`src/rtl/barrier_damage_if.sv`:
```
// barrier_damage_if
// Hit-request and damage-output bundle between the shot/collision logic
// (master) and barrier_damage_arbiter (slave).
//
// Handshake: requester i transfers one hit on any rising clk edge where
// req_valid[i] & req_ready[i]. The requester must keep req_x/req_y
// stable while req_valid is high. req_ready may drop without a transfer.
// There is no back-pressure on the damage side. new_damage is a one-cycle
// strobe, and damage_x/damage_y/grant_id are valid while it is high.
//
// Signals:
//   req_valid  [NUM_REQ]          per-requester hit valid
//   req_x      [NUM_REQ*COORD_W]  packed hit x, requester i at [i*COORD_W +: COORD_W]
//   req_y      [NUM_REQ*COORD_W]  packed hit y, same packing
//   req_ready  [NUM_REQ]          requester i may present a hit
//   damage_x   [COORD_W]          x of the issued hit
//   damage_y   [COORD_W]          y of the issued hit
//   new_damage                    one-cycle damage strobe
//   grant_id   [ID_W]             source of the current or last pulse
interface barrier_damage_if #(
  parameter int NUM_REQ = 4,
  parameter int COORD_W = 11,
  parameter int ID_W    = (NUM_REQ > 1) ? $clog2(NUM_REQ) : 1
);
  logic [NUM_REQ-1:0]         req_valid;
  logic [NUM_REQ*COORD_W-1:0] req_x;
  logic [NUM_REQ*COORD_W-1:0] req_y;
  logic [NUM_REQ-1:0]         req_ready;
  logic [COORD_W-1:0]         damage_x;
  logic [COORD_W-1:0]         damage_y;
  logic                       new_damage;
  logic [ID_W-1:0]            grant_id;

  modport master (
    output req_valid, req_x, req_y,
    input  req_ready, damage_x, damage_y, new_damage, grant_id
  );

  modport slave (
    input  req_valid, req_x, req_y,
    output req_ready, damage_x, damage_y, new_damage, grant_id
  );
endinterface

```
`src/rtl/barrier_damage_arbiter.sv`:
```
// barrier_damage_arbiter
// Serialises barrier-hit events from NUM_REQ shot sources onto the single
// damage port of the barrier block. Each source has a one-entry holding
// register. Hits whose y lies outside [BAND_YMIN, BAND_YMAX] are accepted
// and discarded, and counted in drop_cnt. A round-robin arbiter issues at
// most one new_damage pulse at a time. After each pulse it waits
// HOLD_CYCLES idle cycles, then one IDLE cycle, before it can issue again.
//
// Ports:
//   clk        system clock
//   rst        synchronous active-high reset
//   restart    game restart, same effect as rst
//   bus        barrier_damage_if.slave (request handshake + damage outputs)
//   busy       FSM not IDLE, or any entry pending
//   drop_cnt   saturating count of out-of-band hits
//   state_dbg  current FSM state (0 IDLE, 1 ISSUE, 2 GAP)
module barrier_damage_arbiter #(
  parameter int NUM_REQ     = 4,
  parameter int COORD_W     = 11,
  parameter int BAND_YMIN   = 340,
  parameter int BAND_YMAX   = 397,
  parameter int HOLD_CYCLES = 2
) (
  input  logic                 clk,
  input  logic                 rst,
  input  logic                 restart,
  barrier_damage_if.slave      bus,
  output logic                 busy,
  output logic [7:0]           drop_cnt,
  output logic [1:0]           state_dbg
);
  localparam int ID_W     = (NUM_REQ > 1) ? $clog2(NUM_REQ) : 1;
  localparam int GAP_W    = (HOLD_CYCLES > 1) ? $clog2(HOLD_CYCLES) : 1;
  localparam int GAP_INIT = (HOLD_CYCLES > 0) ? HOLD_CYCLES - 1 : 0;
  localparam logic [COORD_W-1:0] YMIN = COORD_W'(BAND_YMIN);
  localparam logic [COORD_W-1:0] YMAX = COORD_W'(BAND_YMAX);

  typedef enum logic [1:0] {IDLE = 2'd0, ISSUE = 2'd1, GAP = 2'd2} state_t;

  state_t              state;
  logic [NUM_REQ-1:0]  pending;
  logic [COORD_W-1:0]  hx [NUM_REQ];
  logic [COORD_W-1:0]  hy [NUM_REQ];
  logic [ID_W-1:0]     rr_ptr;
  logic [GAP_W-1:0]    gap_cnt;

  logic [COORD_W-1:0]  cy [NUM_REQ];
  logic [NUM_REQ-1:0]  hs, cap_ok, cap_drop;
  logic [8:0]          drop_sum;
  logic                found;
  logic [ID_W-1:0]     win;
  logic [ID_W-1:0]     sel;
  int                  idx;

  // No capture can happen on a rst/restart edge because ready is forced low.
  assign bus.req_ready = ~pending & {NUM_REQ{~(rst | restart)}};
  assign busy          = (state != IDLE) | (|pending);
  assign state_dbg     = state;

  // Capture decode and band filter.
  always_comb begin
    drop_sum = {1'b0, drop_cnt};
    for (int i = 0; i < NUM_REQ; i++) begin
      cy[i]       = bus.req_y[i*COORD_W +: COORD_W];
      hs[i]       = bus.req_valid[i] & bus.req_ready[i];
      cap_ok[i]   = hs[i] & (cy[i] >= YMIN) & (cy[i] <= YMAX);
      cap_drop[i] = hs[i] & ~((cy[i] >= YMIN) & (cy[i] <= YMAX));
      // Each simultaneous drop adds one, stopping at 255.
      if (cap_drop[i] && drop_sum != 9'd255) drop_sum = drop_sum + 9'd1;
    end
  end

  // Round-robin pick: the first pending entry at or after rr_ptr, with wrap.
  always_comb begin
    found = 1'b0;
    win   = '0;
    idx   = 0;
    sel   = '0;
    for (int k = 0; k < NUM_REQ; k++) begin
      idx = int'(rr_ptr) + k;
      if (idx >= NUM_REQ) idx = idx - NUM_REQ;
      sel = ID_W'(idx);
      if (!found && pending[sel]) begin
        found = 1'b1;
        win   = sel;
      end
    end
  end

  always_ff @(posedge clk) begin
    if (rst || restart) begin
      state          <= IDLE;
      pending        <= '0;
      rr_ptr         <= '0;
      gap_cnt        <= '0;
      drop_cnt       <= '0;
      bus.new_damage <= 1'b0;
      bus.damage_x   <= '0;
      bus.damage_y   <= '0;
      bus.grant_id   <= '0;
      for (int i = 0; i < NUM_REQ; i++) begin
        hx[i] <= '0;
        hy[i] <= '0;
      end
    end else begin
      // A capture and a grant never touch the same entry on one edge:
      // a capture needs the entry empty, and a grant needs it full.
      for (int i = 0; i < NUM_REQ; i++) begin
        if (cap_ok[i]) begin
          pending[i] <= 1'b1;
          hx[i]      <= bus.req_x[i*COORD_W +: COORD_W];
          hy[i]      <= cy[i];
        end
      end
      drop_cnt <= drop_sum[7:0];

      case (state)
        IDLE: begin
          if (found) begin
            bus.damage_x   <= hx[win];
            bus.damage_y   <= hy[win];
            bus.grant_id   <= win;
            pending[win]   <= 1'b0;
            rr_ptr         <= (win == ID_W'(NUM_REQ - 1)) ? '0 : win + 1'b1;
            bus.new_damage <= 1'b1;
            state          <= ISSUE;
          end
        end
        ISSUE: begin
          bus.new_damage <= 1'b0;
          if (HOLD_CYCLES == 0) begin
            state <= IDLE;
          end else begin
            gap_cnt <= GAP_W'(GAP_INIT);
            state   <= GAP;
          end
        end
        GAP: begin
          if (gap_cnt == '0) state <= IDLE;
          else               gap_cnt <= gap_cnt - 1'b1;
        end
        default: begin
          bus.new_damage <= 1'b0;
          state          <= IDLE;
        end
      endcase
    end
  end
endmodule

```
`src/flat_wrapper.sv`:
```
// flat-port wrapper written by rule: the top's interface ports become plain ports
module barrier_damage_arbiter_flat 
#(
  parameter int NUM_REQ     = 4,
  parameter int COORD_W     = 11,
  parameter int BAND_YMIN   = 340,
  parameter int BAND_YMAX   = 397,
  parameter int HOLD_CYCLES = 2
)
  (clk, rst, restart, busy, drop_cnt, state_dbg, bus_req_valid, bus_req_x, bus_req_y, bus_req_ready, bus_damage_x, bus_damage_y, bus_new_damage, bus_grant_id);
  barrier_damage_if #(.NUM_REQ(NUM_REQ), .COORD_W(COORD_W)) bus_i ();
  input  logic clk;
  input  logic rst;
  input  logic restart;
  output logic busy;
  output logic [7:0] drop_cnt;
  output logic [1:0] state_dbg;
  input wire logic [$bits(bus_i.req_valid)-1:0] bus_req_valid;
  input wire logic [$bits(bus_i.req_x)-1:0] bus_req_x;
  input wire logic [$bits(bus_i.req_y)-1:0] bus_req_y;
  output wire logic [$bits(bus_i.req_ready)-1:0] bus_req_ready;
  output wire logic [$bits(bus_i.damage_x)-1:0] bus_damage_x;
  output wire logic [$bits(bus_i.damage_y)-1:0] bus_damage_y;
  output wire logic [$bits(bus_i.new_damage)-1:0] bus_new_damage;
  output wire logic [$bits(bus_i.grant_id)-1:0] bus_grant_id;
  assign bus_i.req_valid = bus_req_valid;
  assign bus_i.req_x = bus_req_x;
  assign bus_i.req_y = bus_req_y;
  assign bus_req_ready = bus_i.req_ready;
  assign bus_damage_x = bus_i.damage_x;
  assign bus_damage_y = bus_i.damage_y;
  assign bus_new_damage = bus_i.new_damage;
  assign bus_grant_id = bus_i.grant_id;
  barrier_damage_arbiter #(.NUM_REQ(NUM_REQ), .COORD_W(COORD_W), .BAND_YMIN(BAND_YMIN), .BAND_YMAX(BAND_YMAX), .HOLD_CYCLES(HOLD_CYCLES)) u_core (.clk(clk), .rst(rst), .restart(restart), .bus(bus_i), .busy(busy), .drop_cnt(drop_cnt), .state_dbg(state_dbg));
endmodule
```
`config.mk`:
```
export PLATFORM = sky130hd
export DESIGN_NAME = barrier_damage_arbiter_flat
export DESIGN_NICKNAME = d
export VERILOG_FILES = /design/src/rtl/barrier_damage_if.sv /design/src/rtl/barrier_damage_arbiter.sv /design/src/flat_wrapper.sv
export SDC_FILE = /design/constraint.sdc
export NUM_CORES = 1
export LEC_CHECK = 0
export BUFFER_PORTS_ARGS = -buffer_cell sky130_fd_sc_hd__buf_4
export CORE_ASPECT_RATIO = 0.9
export CORE_UTILIZATION = 42
export DETAILED_ROUTE_END_ITERATION = 7
export PLACE_DENSITY_LB_ADDON = 0.1
export RECOVER_POWER = 25
export SYNTH_ARGS = -nofsm -noshare
export SYNTH_HDL_FRONTEND = slang
export SYNTH_SLANG_ARGS = --single-unit
```
`constraint.sdc`:
```
create_clock -name clk -period 7.1 [get_ports clk]
set_input_delay 0.355 -clock clk [delete_from_list [all_inputs] [get_ports clk]]
set_output_delay 0.355 -clock clk [all_outputs]
set_load 0.005 [all_outputs]
```
After elaboration in Yosys (flattened, before gate mapping)
Memory sizes are Yosys's and may differ from the RTL's. A register that Yosys moved wholly into a read port is not among the register bits.
Index checks and enable logic that the tools add are counted.
{"block": "op_classes", "addsub": 13, "eq_ne": 9, "magnitude_cmp": 18, "muxes": 66, "bitwise": 40, "n_reduce_logical": 19}
{"op": "$mux 11", "n": 8}
{"op": "$ge 11x9->1 const B", "n": 4}
{"op": "$le 11x9->1 const B", "n": 4}
{"op": "$mux 1", "n": 33}
{"op": "$mux 9", "n": 3}
{"op": "$ne 9x8->1 const B", "n": 3}
{"op": "$mux 2", "n": 11}
{"op": "$and 1x1->1", "n": 20}
{"op": "$add 9x1->9 const B", "n": 2}
{"op": "$lt 2x3->1 const B", "n": 5}
{"op": "$or 1x1->1", "n": 10}
{"op": "$add 8x1->9 const B", "n": 1}
{"op": "$ge 3x3->1 const B", "n": 3}
{"op": "$add 8x1->8 const B", "n": 1}
{"op": "$and 4x4->4", "n": 2}
{"op": "$bmux 1 s2", "n": 4}
{"op": "$logic_and 1x1->1", "n": 8}
{"op": "$mux 4", "n": 2}
{"op": "$mux 8", "n": 1}
{"op": "$ne 8x8->1 const B", "n": 1}
{"op": "$not 4->4", "n": 2}
{"op": "$sub 2x1->2 const B", "n": 4}
{"op": "$add 2x2->3 const B", "n": 2}
{"op": "$not 1->1", "n": 6}
{"op": "18 further kinds", "n": 25}
{"block": "word_totals", "register_bits": 20, "ram_bits": 88, "n_memories": 2, "in_bits": 95, "out_inout_bits": 40, "word_cells": 174}
{"name": "u_core.hx", "words": 4, "word_bits": 11, "rd": 1, "rd_ports_with_merged_regs": 1, "wr": 4, "line": "barrier_damage_arbiter.sv:42", "text": "logic [COORD_W-1:0] hx [NUM_REQ];"}
{"name": "u_core.hy", "words": 4, "word_bits": 11, "rd": 1, "rd_ports_with_merged_regs": 1, "wr": 4, "line": "barrier_damage_arbiter.sv:43", "text": "logic [COORD_W-1:0] hy [NUM_REQ];"}

Logic depth before layout (Yosys ltp)
Gate-level depths: netlist (run 1).
{"block": "logic_depth", "word_depth": 22, "ltp_mapped": 30, "depth_no_buf": 29}

Worst setup path before layout (run 1)
Ideal clock, no wire load.
{"block": "synth_path", "path_type": "flip-flop to flip-flop", "startpoint": "reg u_core.drop_cnt[0]", "endpoint": "reg u_core.drop_cnt[6]", "required_time_ps": 6981, "setup_ps": 119, "arrival_time_ps": 5832, "synth_period_minus_slack_ps": 5951, "path_slack_ps": 1149, "path_stages_with_launch": 30, "path_buffers": 1, "path_cell_list": "dfxtp_1 > ha_1 > nand4_1 > or3_1 > and2_1 > nand3_1 > nand2_1 > ha_1 > nand3_1 > nor3_1 > ha_1 > nor4b_1 > nand2_1 > nor2_1 > o211ai_1 > nor4b_1 > nor3_1 > nor4_1 > ha_1 > or3_1 > clkbuf_1 > xnor2_1 > ha_1 > nand4b_1 > a21oi_1 > o211ai_1 > o21ai_0 > o31ai_2 > o21a_1 > o221a_1"}
{"block": "synth_between", "elab_chain_len": 12, "elab_cells_between_ends": 16, "cone_classes": "add/sub: 4; eq/ne: 4; mux: 4; reduce/logical: 4"}
{"element": "start: declaration", "line": "barrier_damage_arbiter.sv:29", "text": "output logic [7:0] drop_cnt,"}
{"element": "start signal: assignment", "line": "barrier_damage_arbiter.sv:115", "text": "drop_cnt <= drop_sum[7:0];"}
{"element": "branches (longest 2 deep; another with $add 8x1->9)"}
{"element": "$mux 9 (*)", "line": "barrier_damage_arbiter.sv:69", "text": "if (cap_drop[i] && drop_sum != 9'd255) drop_sum = drop_sum + 9'd1;"}
{"element": "branches (longest 2 deep; another with $add 9x1->9)"}
{"element": "$mux 9 (*)", "line": "barrier_damage_arbiter.sv:69"}
{"element": "branches (longest 2 deep; another with $add 9x1->9)"}
{"element": "$mux 9 (*)", "line": "barrier_damage_arbiter.sv:69"}
{"element": "branches (longest 2 deep; another with $add 8x1->8)"}
{"element": "$mux 8 (*)", "line": "barrier_damage_arbiter.sv:69"}
Every way passes the cells marked *.
A chain may end at the register's enable or synchronous reset.

Worst setup path in the final report (run 1)
{"block": "layout_path", "startpoint": "reg u_core.drop_cnt[0]", "endpoint": "reg u_core.drop_cnt[0]"}
The elaborated chain is that of the path after synthesis.

==> PnR_summary.wiki, run 1 <==
{| class="wikitable"
! Metric !! Value
|-
| Status || complete, no violations
|-
| Number of standard cells after synthesis || just over 700
|-
| Minimum hold slack || around 0.21 ns
|-
| Post-placement cell count || approximately 1000
|-
| Antenna violations before repair || 0
|-
| Finished layout cell area || about 8700 sq um
|-
| Hold Crit Class || in2reg
|-
| Number of warnings reported in the yosys synthesis log || 0
|-
| Final nets || around 950
|-
| Hold Vio Cnt, Final || 0
|-
| Part of the power in combinational logic || 0.070
|-
| Final setup skew || about 0.008 ns
|-
| Final Non-Filler Cells || between 1000 and 1500
|-
| Post-synthesis instance area || roughly 6900 sq um
|-
| Critical Path End || u_core.drop_cnt[0]$_SDFF_PP0_
|-
| Area growth from synthesis to final layout || 25.4%
|-
| Die span in y || between 100 and 150 um
|-
| Number of optimization iterations in the first detailed-route pass || 4
|-
| Measured slew at the worst slew-check pin || ~1.2 ns
|-
| Total power of the final layout || between 1500 and 2000 uW
|-
| Cell row count || 44
|-
| Depth of the worst register-to-register path || 27
|-
| Critical Path Sink Type || flip-flop
|-
| Number of register bits inferred by synthesis || 130
|-
| Cell depth of the worst hold path || 2
|-
| Overflow left after global routing || 0
|-
| Share of flip-flops with an asynchronous set or reset || 0
|-
| Setup TNS || 0 ns
|-
| Timing startpoint of the critical path || u_core.drop_cnt[0]$_SDFF_PP0_
|-
| Average footprint of a synthesized cell || between 9 and 10 sq um
|-
| Clock slew at reported path FFs || around 0.06 ns
|-
| Flip-flop cell with the highest count after synthesis || sky130_fd_sc_hd__edfxtp_1
|-
| Max VDD drop || between 0.2 and 0.25 mV
|-
| Reg-to-reg startpoint || u_core.drop_cnt[0]$_SDFF_PP0_
|-
| Net switching share of the total power || 0.224
|-
| Total cell area at the placement stage || 8180 sq um
|-
| Endpoint of the worst register-to-register path || u_core.drop_cnt[0]$_SDFF_PP0_
|-
| Clock tree root buffer cell || sky130_fd_sc_hd__clkbuf_16
|-
| Number of I/O pins || around 140
|-
| Htree depth || 4
|-
| Top fanout value on the critical path || 8
|-
| Leak || between 0.003 and 0.004 uW
|-
| Internal power || between 1000 and 1500 uW
|-
| Maximum number of pins on one net before global-route repair || 49
|-
| Post-DP HPWL || around 14000 um
|-
| Fmax || between 150 and 200 MHz
|-
| Proportion of power drawn by flip-flops and latches || 0.475
|-
| Core Box Area || between 15000 and 20000 sq um
|-
| WL final || slightly below 20000 um
|-
| Initial core utilization || 0.431
|-
| DR vias || 5700
|-
| Number of global-route vias before repair || roughly 5300
|-
| Critical Setup Path Class || reg2reg
|-
| Reg2reg setup slack || 0.46 ns
|-
| Sequential element share of the synthesized area || 0.501
|-
| Data required time of the worst path || around 7.4 ns
|-
| CTS Buffer Depth || 2
|-
| Detail-routed net length per standard cell || 18.6 um
|-
| RSZ-0062 raised after global routing || false
|-
| Remaining design rule violation count || 0
|-
| Clk sinks || 130
|-
| Fraction of layout cells with a size suffix above 1 || 0.231
|-
| Number of setup violations in the final report || 0
|-
| Number of DRC markers after the initial detailed-route iteration || ~330
|-
| Clock tree from TritonCTS || done
|-
| Clock Power Share || 0.455
|-
| CTS Buf Count || 17
|-
| Count of nets left with antenna violations after detail routing || 0
|-
| Clk Latency, worst-skew pair || around 0.4 ns
|-
| PwrDens || ~200 nW/um^2
|-
| Switching power total || between 400 and 500 uW
|-
| CP startpoint kind || flip-flop
|-
| All-Layer GR Usage || 0.238
|-
| # diodes || 0
|-
| Distinct cell type count of the synthesized netlist || a little over 70
|-
| Period minus WS final || approximately 6.6 ns
|-
| Number of buffers added on ports || roughly 130
|-
| Detailed-route vias per instance || 5.37
|-
| Routability-driven placement congestion ratio || between 0.8 and 0.9
|-
| Crit share post-route || 0.936
|-
| Worst EP arrival || around 7 ns
|-
| Chip width || between 100 and 150 um
|-
| Final number of max-transition violations || 0
|-
| EDFF count, synth || between 80 and 90
|-
| Max-Slew Margin vs Limit || 0.220
|-
| Die ar. || roughly 17000 sq um
|-
| Wire length of the first global-routing pass || between 20000 and 30000 um
|-
| Max Cap Viol || 0
|}
## area by class of cell
cell class | count | area [sq um]
clock inverters | 10 | 67.6
clock buffers | 22 | 487
multi-input cells | 542 | 3360
flip-flops and latches | 130 | 3480
inverters | 8 | 30.0
repair buffers | 142 | 1030
well taps | 207 | 259
fillers | 1520 | 7420
## state kept, by name (all words and copies together) (netlist names)
register and cells:
u_core.hx 44, u_core.pending 4, u_core.bus.grant_id 2, u_core.bus.new_damage 1, u_core.bus.damage_y 11, u_core.gap_cnt 1
u_core.rr_ptr 2, u_core.bus.damage_x 11, u_core.drop_cnt 8, u_core.state_dbg 2, u_core.hy 44
## cells in the mapped netlist (3+ instances only)
cell type,instances,area share
sky130_fd_sc_hd__a211oi_1,8,0.0086
sky130_fd_sc_hd__a21oi_1,38,0.027
sky130_fd_sc_hd__a311oi_1,23,0.029
sky130_fd_sc_hd__and2_1,61,0.055
sky130_fd_sc_hd__and3_1,48,0.043
sky130_fd_sc_hd__and4b_1,3,0.0043
sky130_fd_sc_hd__buf_2,4,0.0029
sky130_fd_sc_hd__clkbuf_1,35,0.019
sky130_fd_sc_hd__dfxtp_1,42,0.12
sky130_fd_sc_hd__edfxtp_1,88,0.38
sky130_fd_sc_hd__ha_1,13,0.023
sky130_fd_sc_hd__inv_1,7,0.0038
sky130_fd_sc_hd__mux2i_1,5,0.0072
sky130_fd_sc_hd__nand2_1,122,0.066
sky130_fd_sc_hd__nand2b_1,8,0.0072
sky130_fd_sc_hd__nand3_1,11,0.0079
sky130_fd_sc_hd__nand3b_1,3,0.0032
sky130_fd_sc_hd__nand4b_1,3,0.0038
sky130_fd_sc_hd__nor2_1,56,0.030
sky130_fd_sc_hd__nor2b_1,3,0.0027
sky130_fd_sc_hd__nor3_1,18,0.013
sky130_fd_sc_hd__nor4_1,7,0.0063
sky130_fd_sc_hd__nor4b_1,3,0.0038
sky130_fd_sc_hd__o211ai_1,5,0.0054
sky130_fd_sc_hd__o21a_1,6,0.0065
sky130_fd_sc_hd__o21ai_0,11,0.0079
sky130_fd_sc_hd__o21ba_2,3,0.0043
sky130_fd_sc_hd__or3_1,7,0.0063
sky130_fd_sc_hd__xnor2_1,13,0.016
sky130_fd_sc_hd__xor2_1,5,0.0063
## through the flow
stage	worst slack, ns	utilization
floorplan	1.15	-
global placement	0.563	0.507
detailed placement	0.338	0.507
CTS	0.284	0.541
global route	0.0310	0.540
finish	0.457	0.540
## placed cells by master (no fill, tap or decap), types with 23 or more instances in the layout
cell type and instances:
sky130_fd_sc_hd__edfxtp_1 88, sky130_fd_sc_hd__buf_4 102, sky130_fd_sc_hd__a311oi_1 23, sky130_fd_sc_hd__and2_1 61, sky130_fd_sc_hd__a21oi_1 39, sky130_fd_sc_hd__dfxtp_1 42, sky130_fd_sc_hd__and3_1 48, sky130_fd_sc_hd__nand2_1 122
sky130_fd_sc_hd__clkbuf_4 30, sky130_fd_sc_hd__nor2_1 55
## power by group through the flow
stage | clock network (uW) | registers (uW) | logic [uW]
2_1_floorplan | 0 | 860 | 59.4
3_3_place_gp | 0 | 864 | 126
3_5_place_dp | 0 | 864 | 127
4_1_cts | 827 | 848 | 127
5_1_grt | 862 | 851 | 137
6_report | 814 | 849 | 126
## layer usage
layer | up-vias | share of wire | global-route usage
met3 | 17 | 0.051 | 0.0517
met4 | 0 | 0.012 | 0.0632
met1 | 2677 | 0.53 | 0.378
met5 | - | 0 | 0
met2 | 166 | 0.41 | 0.316
li1 | 2840 | - | -
## critical path, stage by stage (launching register included)
cell and delay [ns]:
sky130_fd_sc_hd__dfxtp_1 0.48, sky130_fd_sc_hd__ha_1 0.34, sky130_fd_sc_hd__nand4_1 0.19, sky130_fd_sc_hd__or3_1 0.44, sky130_fd_sc_hd__and2_1 0.24, sky130_fd_sc_hd__nand3_1 0.17
sky130_fd_sc_hd__nand2_1 0.07, sky130_fd_sc_hd__ha_1 0.27, sky130_fd_sc_hd__nand3_1 0.10, sky130_fd_sc_hd__nor3_1 0.05, sky130_fd_sc_hd__ha_1 0.24, sky130_fd_sc_hd__nand3b_1 0.22
sky130_fd_sc_hd__nor2_2 0.25, sky130_fd_sc_hd__o21ai_0 0.21, sky130_fd_sc_hd__nor4b_2 0.21, sky130_fd_sc_hd__nor3_2 0.28, sky130_fd_sc_hd__nor4_1 0.11, sky130_fd_sc_hd__ha_1 0.24
sky130_fd_sc_hd__or3_1 0.49, sky130_fd_sc_hd__xnor2_2 0.27, sky130_fd_sc_hd__ha_1 0.30, sky130_fd_sc_hd__nand4b_1 0.12, sky130_fd_sc_hd__a21oi_1 0.22, sky130_fd_sc_hd__o211ai_1 0.14
sky130_fd_sc_hd__o211ai_1 0.32, sky130_fd_sc_hd__o41ai_4 0.18, sky130_fd_sc_hd__o21a_1 0.21, sky130_fd_sc_hd__nor3_1 0.18
## how the worst min path moves through the flow
stage	from	to	slack, ns
finish	bus_req_x[28]	u_core.hx[2][6]$_SDFFCE_PN0P_	0.21
global route	bus_req_y[33]	u_core.hy[3][0]$_SDFFCE_PN0P_	0.20
CTS	bus_req_y[33]	u_core.hy[3][0]$_SDFFCE_PN0P_	0.20
detailed placement	u_core.bus.grant_id[1]$_SDFFE_PP0P_	u_core.bus.grant_id[1]$_SDFFE_PP0P_	0.46
global placement	u_core.bus.grant_id[1]$_SDFFE_PP0P_	u_core.bus.grant_id[1]$_SDFFE_PP0P_	0.44
floorplan	u_core.bus.grant_id[0]$_SDFFE_PP0P_	u_core.bus.grant_id[0]$_SDFFE_PP0P_	0.45
## timing repair
item | CTS | global route
setup endpoints to repair | 0 | 8
hold buffers | 0 | 0
resized for setup | 0 | 7
endpoints found under the hold margin | 0 | 0
setup buffers | 0 | 0
## cells by family (layout without fill, tap and decap cells)
logic type	Yosys count	count (layout)	synth area share
xor+xnor	20	20	0.0284
buf+inv	48	182	0.0266
compound gates	126	126	0.138
simple gates	369	369	0.274
mux	5	5	0.00720
flops	130	130	0.501
fa+ha+maj	13	13	0.0234
other cells	2	9	0.00108
No activity file was read; power rests on OpenSTA's default activity.
==> run 2, diff against run 1 <==
- CTS_BUF_LIST: default -> sky130_fd_sc_hd__clkbuf_4 sky130_fd_sc_hd__clkbuf_8 sky130_fd_sc_hd__clkbuf_16
==> PnR_summary.wiki, run 2 (synthesis results as in run 1) <==
{| class="wikitable"
! Metric !! Value
|-
| Status || complete, no violations
|-
| Clk sinks || 130 (unchanged)
|-
| Cell depth of the worst hold path || 2 (unchanged)
|-
| Number of I/O pins || 135 (unchanged)
|-
| Largest registers || u_core.hx (44), u_core.hy (44)
|-
| Fmax || 151 MHz (unchanged)
|-
| CTS Buf Count || 17 (unchanged)
|-
| Reg2reg setup slack || 0.46 ns (about the same)
|-
| WL final || 19700 um (unchanged)
|-
| Depth of the worst register-to-register path || 27 (unchanged)
|-
| Core Box Area || 16100 sq um (unchanged)
|-
| Count of nets left with antenna violations after detail routing || 0 (unchanged)
|-
| Endpoint of the worst hold-timing path || u_core.hx[2][6]$_SDFFCE_PN0P_
|-
| Critical Setup Path Class || reg2reg
|-
| Crit share post-route || 0.936 (unchanged)
|-
| Setup WS post-layout || 0.457 ns (unchanged)
|-
| Final number of max-transition violations || 0 (unchanged)
|-
| Final setup skew || 0.00798 ns (-0.000000140 ns)
|-
| Measured slew at the worst slew-check pin || 1.17 ns (-0.00000423 ns)
|-
| Clock slew at reported path FFs || 0.06 ns (about the same)
|-
| Detail-routed net length per standard cell || 18.6 um (unchanged)
|-
| Die span in y || 124 um (unchanged)
|-
| Hold Vio Cnt, Final || 0 (unchanged)
|-
| Cell row count || 44 (unchanged)
|-
| Htree depth || 4 (unchanged)
|-
| Final nets || 949 (unchanged)
|-
| Post-DP HPWL || 14300 um (unchanged)
|-
| Clk Latency, worst-skew pair || 0.41 ns (about the same)
|-
| All-Layer GR Usage || 0.238 (unchanged)
|-
| Library cell contributing the largest single delay on the critical path || sky130_fd_sc_hd__or3_1
|-
| CP Buf/Inv Count || 0 (unchanged)
|-
| Die ar. || 17100 sq um (unchanged)
|-
| Routability-driven placement congestion ratio || 0.857 (unchanged)
|-
| Worst setup slack before clock tree synthesis || 0.338 ns (unchanged)
|-
| Number of optimization iterations in the first detailed-route pass || 4 (unchanged)
|-
| Clock tree from TritonCTS || done
|-
| Number of setup violations in the final report || 0 (unchanged)
|-
| Worst EP arrival || 6.97 ns (about the same)
|-
| Initial core utilization || 0.431 (unchanged)
|-
| Reg-to-reg startpoint || u_core.drop_cnt[0]$_SDFF_PP0_
|-
| Number of global-route vias before repair || 5342 (unchanged)
|-
| Minimum hold slack || 0.213 ns (-0.000816 ns)
|-
| Wire length of the first global-routing pass || 29900 um (unchanged)
|-
| Data required time of the worst path || 7.43 ns (about the same)
|-
| Highest-count cells in the layout ignoring fill and taps || sky130_fd_sc_hd__nand2_1 (122), sky130_fd_sc_hd__buf_4 (102), sky130_fd_sc_hd__edfxtp_1 (88)
|-
| CP startpoint kind || flip-flop
|-
| # diodes || 0 (unchanged)
|-
| Dominant delay contributor by cell family on the critical path || simple AND/OR/NAND/NOR gates
|-
| Clock tree root buffer cell || sky130_fd_sc_hd__clkbuf_16
|-
| RSZ-0062 raised after global routing || false
|-
| Setup TNS || 0 ns (unchanged)
|-
| Period minus WS final || 6.64 ns (unchanged)
|-
| Critical Path Sink Type || flip-flop
|-
| CTS Buffer Depth || 2 (unchanged)
|-
| Max incr delay on CP || 0.49 ns (about the same)
|-
| Maximum number of pins on one net before global-route repair || 49 (unchanged)
|-
| Number of DRC markers after the initial detailed-route iteration || 334 (unchanged)
|-
| Hold bufs inserted after CTS || 0 (unchanged)
|-
| DR vias || 5700 (unchanged)
|-
| PwrDens || 206 nW/um^2 (+0.28%)
|-
| Max VDD drop || 0.206 mV (unchanged)
|-
| Top cell by count, worst path || sky130_fd_sc_hd__ha_1
|-
| Antenna violations before repair || 0 (unchanged)
|-
| Final core occ || 0.540 (about the same)
|-
| Max Cap Viol || 0 (unchanged)
|-
| Area growth from synthesis to final layout || 25.4% (about the same)
|-
| Number of buffers added on ports || 134 (unchanged)
|-
| Overflow left after global routing || 0 (unchanged)
|-
| Worst Hold Launch || bus_req_x[28]
|-
| Fraction of layout cells with a size suffix above 1 || 0.232 (+0.00117)
|-
| Top fanout value on the critical path || 8 (unchanged)
|-
| Hold Crit Class || in2reg
|-
| Leak || 0.00356 uW (+0.11%)
|-
| Chip width || 138 um (unchanged)
|-
| Remaining design rule violation count || 0 (unchanged)
|-
| Detailed-route vias per instance || 5.37 (unchanged)
|-
| Max-Slew Margin vs Limit || 0.220 (about the same)
|-
| Endpoint of the worst register-to-register path || u_core.drop_cnt[0]$_SDFF_PP0_
|-
| Most common library cell in the layout ignoring fill and taps || sky130_fd_sc_hd__nand2_1
|}
[run 2: metal layers]
layer | wire length, um | GRT usage
met1 | 10400 | 0.378
met2 | 8030 | 0.316
met3 | 1010 | 0.0517
met4 | 233 | 0.0632
met5 | 0 | 0
[run 2: how the worst max path moves through the flow]
stage,end,cells after the start,startpoint
4_1_cts,u_core.drop_cnt[6]$_SDFF_PP0_,28,u_core.drop_cnt[0]$_SDFF_PP0_
6_report,u_core.drop_cnt[0]$_SDFF_PP0_,27,u_core.drop_cnt[0]$_SDFF_PP0_
3_5_place_dp,u_core.drop_cnt[6]$_SDFF_PP0_,28,u_core.drop_cnt[0]$_SDFF_PP0_
2_1_floorplan,u_core.drop_cnt[6]$_SDFF_PP0_,29,u_core.drop_cnt[0]$_SDFF_PP0_
5_1_grt,u_core.drop_cnt[3]$_SDFF_PP0_,28,u_core.drop_cnt[0]$_SDFF_PP0_
3_3_place_gp,u_core.drop_cnt[6]$_SDFF_PP0_,27,u_core.drop_cnt[0]$_SDFF_PP0_
[run 2: power breakdown]
part / switching (uW) / total (uW) / internal (uW)
Combinational: 65.0 / 126 / 60.5
Sequential: 11.0 / 849 / 838
Clock: 325 / 820 / 495
[run 2: metrics by stage]
stage | power, uW | cell area, sq um | std cells
6_report | 1790 | 8720 | 1061
5_1_grt | 1860 | 8720 | 1061
4_1_cts | 1810 | 8740 | 1061
3_5_place_dp | 990 | 8180 | 1029
3_3_place_gp | 989 | 8180 | 1029
2_1_floorplan | 920 | 6980 | 720
[run 2: cell type report]
type                       instances  area, sq um
tap                              207          259
fill                            1519         7410
sequential                       130         3480
inverter                           8         30.0
timing repair buffer             142         1030
multi-input combinational        542         3360
clock inverter                    10         67.6
clock buffer                      22          493
[run 2: what timing repair did]
action / in CTS / in global routing
hold endpoints to repair: 0 / 0
resized for setup: 0 / 7
setup buffers: 0 / 0
setup endpoints to repair: 0 / 8
==> run 3, diff against run 2 <==
--- a/config.mk
+++ b/config.mk
@@ -11,2 +11,3 @@
 export CTS_BUF_LIST = sky130_fd_sc_hd__clkbuf_4 sky130_fd_sc_hd__clkbuf_8 sky130_fd_sc_hd__clkbuf_16
+export CTS_CLUSTER_SIZE = 12
 export DETAILED_ROUTE_END_ITERATION = 7
--- a/constraint.sdc
+++ b/constraint.sdc
@@ -3,2 +3,2 @@
 set_output_delay 0.355 -clock clk [all_outputs]
-set_load 0.005 [all_outputs]
+set_load 0.05 [all_outputs]
==> PnR_summary.wiki, run 3 (synthesis results as in run 1) <==
{| class="wikitable"
! Metric !! Value
|-
| WL final || 19700 um (+0.12%)
|-
| Number of optimization iterations in the first detailed-route pass || 5 (+1)
|-
| Top fanout value on the critical path || 8 (unchanged)
|-
| Wire length of the first global-routing pass || 29900 um (unchanged)
|-
| All-Layer GR Usage || 0.238 (unchanged)
|-
| CTS Buffer Depth || 2 (unchanged)
|-
| Area growth from synthesis to final layout || 23.9%
|-
| Routability-driven placement congestion ratio || 0.857 (unchanged)
|-
| PwrDens || 209 nW/um^2 (+1.7%)
|-
| Finished layout cell area || 8610 sq um (-1.2%)
|-
| Chip width || 138 um (unchanged)
|-
| Overflow left after global routing || 0 (unchanged)
|-
| Clk sinks || 130 (unchanged)
|-
| Worst EP arrival || 6.97 ns (about the same)
|-
| CP startpoint kind || flip-flop
|-
| Total power of the final layout || 1800 uW (+0.47%)
|-
| Total cell area at the placement stage || 8180 sq um (unchanged)
|-
| Clk Latency, worst-skew pair || 0.42 ns (about the same)
|-
| Post-placement cell count || 1029 (unchanged)
|-
| Status || complete, no violations
|-
| Hold Vio Cnt, Final || 0 (unchanged)
|-
| Max-Slew Margin vs Limit || 0.220 (about the same)
|-
| Number of setup violations in the final report || 0 (unchanged)
|-
| Initial core utilization || 0.431 (unchanged)
|-
| Detailed-route vias per instance || 5.39 (+0.33%)
|-
| Number of buffers added on ports || 134 (unchanged)
|-
| Final setup skew || 0.00922 ns (+0.00124 ns)
|-
| Clock tree root buffer cell || sky130_fd_sc_hd__clkbuf_16
|-
| # diodes || 0 (unchanged)
|-
| Hold Crit Class || in2reg
|-
| Final nets || 949 (unchanged)
|-
| Number of DRC markers after the initial detailed-route iteration || 342 (+2.4%)
|-
| Max VDD drop || 0.208 mV (+0.71%)
|-
| Most common library cell in the layout ignoring fill and taps || sky130_fd_sc_hd__nand2_1
|-
| Count of nets left with antenna violations after detail routing || 0 (unchanged)
|-
| Final number of max-transition violations || 0 (unchanged)
|-
| Post-DP HPWL || 14300 um (unchanged)
|-
| Hold bufs inserted after CTS || 0 (unchanged)
|-
| Core Box Area || 16100 sq um (unchanged)
|-
| DR vias || 5719 (+0.33%)
|-
| Metal3 WL || 1050 um (+4.4%)
|-
| Leak || 0.00345 uW (-3.0%)
|-
| Setup Buffers After CTS || 0 (unchanged)
|-
| Number of global-route vias before repair || 5342 (unchanged)
|-
| Clock slew at reported path FFs || 0.06 ns (about the same)
|-
| Largest registers || u_core.hx (44), u_core.hy (44)
|-
| Measured slew at the worst slew-check pin || 1.17 ns (-0.000304 ns)
|-
| Remaining design rule violation count || 0 (unchanged)
|-
| RSZ-0062 raised after global routing || false
|-
| Wire length on met1 || 10500 um (+0.51%)
|-
| Met2 wire length || 7950 um (-0.93%)
|-
| Antenna violations before repair || 0 (unchanged)
|-
| Critical Setup Path Class || reg2reg
|-
| Detail-routed net length per standard cell || 18.6 um (+0.12%)
|-
| Max Cap Viol || 0 (unchanged)
|-
| Top routing layer in use || met4
|-
| Fraction of layout cells with a size suffix above 1 || 0.198 (-0.0340)
|-
| Htree depth || 4 (unchanged)
|-
| Cell row count || 44 (unchanged)
|-
| Critical Path Sink Type || flip-flop
|-
| Maximum number of pins on one net before global-route repair || 49 (unchanged)
|-
| Fmax || 151 MHz (about the same)
|-
| CTS Buf Count || 17 (unchanged)
|-
| Die ar. || 17100 sq um (unchanged)
|-
| Data required time of the worst path || 7.43 ns (about the same)
|-
| Highest-count cells in the layout ignoring fill and taps || sky130_fd_sc_hd__nand2_1 (122), sky130_fd_sc_hd__buf_4 (103), sky130_fd_sc_hd__edfxtp_1 (88)
|-
| Setup TNS || 0 ns (unchanged)
|-
| Crit share post-route || 0.935 (about the same)
|-
| Clock tree from TritonCTS || done
|-
| Die span in y || 124 um (unchanged)
|-
| Period minus WS final || 6.64 ns (-0.00391 ns)
|-
| Number of I/O pins || 135 (unchanged)
|-
| Final Non-Filler Cells || 1061 (unchanged)
|}
==> run 3: timing repair <==
action                                  CTS  global route
endpoints found under the setup margin    0             8
resized for setup                         0             7
hold endpoints to repair                  0             0
==> run 3: power by group <==
group | internal, uW | total [uW] | switching, uW
registers | 838 | 849 | 11.0
logic | 60.2 | 134 | 73.9
clock network | 495 | 820 | 325
==> run 3: through the flow <==
step	util	hold slack [ns]	setup slack, ns
6_report	0.534	0.214	0.460
5_1_grt	0.534	0.197	0.0310
4_1_cts	0.542	0.199	0.284
3_5_place_dp	0.507	0.457	0.338
3_3_place_gp	0.507	0.441	0.563
2_1_floorplan	-	0.481	0.736
==> run 3: critical path: stages, from the launching register on <==
cell	delay [ns]
sky130_fd_sc_hd__dfxtp_1	0.48
sky130_fd_sc_hd__ha_1	0.34
sky130_fd_sc_hd__nand4_1	0.19
sky130_fd_sc_hd__or3_1	0.44
sky130_fd_sc_hd__and2_1	0.24
sky130_fd_sc_hd__nand3_1	0.17
sky130_fd_sc_hd__nand2_1	0.07
sky130_fd_sc_hd__ha_1	0.27
sky130_fd_sc_hd__nand3_1	0.10
sky130_fd_sc_hd__nor3_1	0.05
sky130_fd_sc_hd__ha_1	0.24
sky130_fd_sc_hd__nand3b_1	0.22
sky130_fd_sc_hd__nor2_2	0.25
sky130_fd_sc_hd__o21ai_0	0.20
sky130_fd_sc_hd__nor4b_2	0.21
sky130_fd_sc_hd__nor3_2	0.30
sky130_fd_sc_hd__nor4_1	0.11
sky130_fd_sc_hd__ha_1	0.24
sky130_fd_sc_hd__or3_1	0.49
sky130_fd_sc_hd__xnor2_2	0.27
sky130_fd_sc_hd__ha_1	0.30
sky130_fd_sc_hd__nand4b_1	0.12
sky130_fd_sc_hd__a21oi_1	0.22
sky130_fd_sc_hd__o211ai_1	0.14
sky130_fd_sc_hd__o211ai_1	0.32
sky130_fd_sc_hd__o41ai_4	0.18
sky130_fd_sc_hd__o21a_1	0.21
sky130_fd_sc_hd__nor3_1	0.18
==> run 3: per-layer routing <==
layer,GRT usage,vias up
li1,-,2835
met1,0.378,2687
met2,0.316,180
met3,0.0517,17
met4,0.0632,0
met5,0,-
==> run 3: path summary, 6_finish.rpt <==
| path | from | to | slack [ns] | cells after the start |
|---|---|---|---|---|
| setup / recovery | u_core.drop_cnt[0]$_SDFF_PP0_ | u_core.drop_cnt[0]$_SDFF_PP0_ | 0.46 | 27 |
| hold / removal | bus_req_x[19] | u_core.hx[1][8]$_SDFFCE_PN0P_ | 0.21 | 2 |
| setup reg to reg | u_core.drop_cnt[0]$_SDFF_PP0_ | u_core.drop_cnt[0]$_SDFF_PP0_ | 0.46 | 27 |
| hold reg to reg | u_core.bus.grant_id[1]$_SDFFE_PP0P_ | u_core.bus.grant_id[1]$_SDFFE_PP0P_ | 0.46 | 2 |
==> run 3: final cells by class <==
type	instances	area, sq um
Fill cell	1558	7520
Sequential cell	130	3480
Multi-Input combinational cell	542	3360
Timing Repair Buffer	142	920
Clock buffer	22	493
Tap cell	207	259
Clock inverter	10	67.6
Inverter	8	30.0
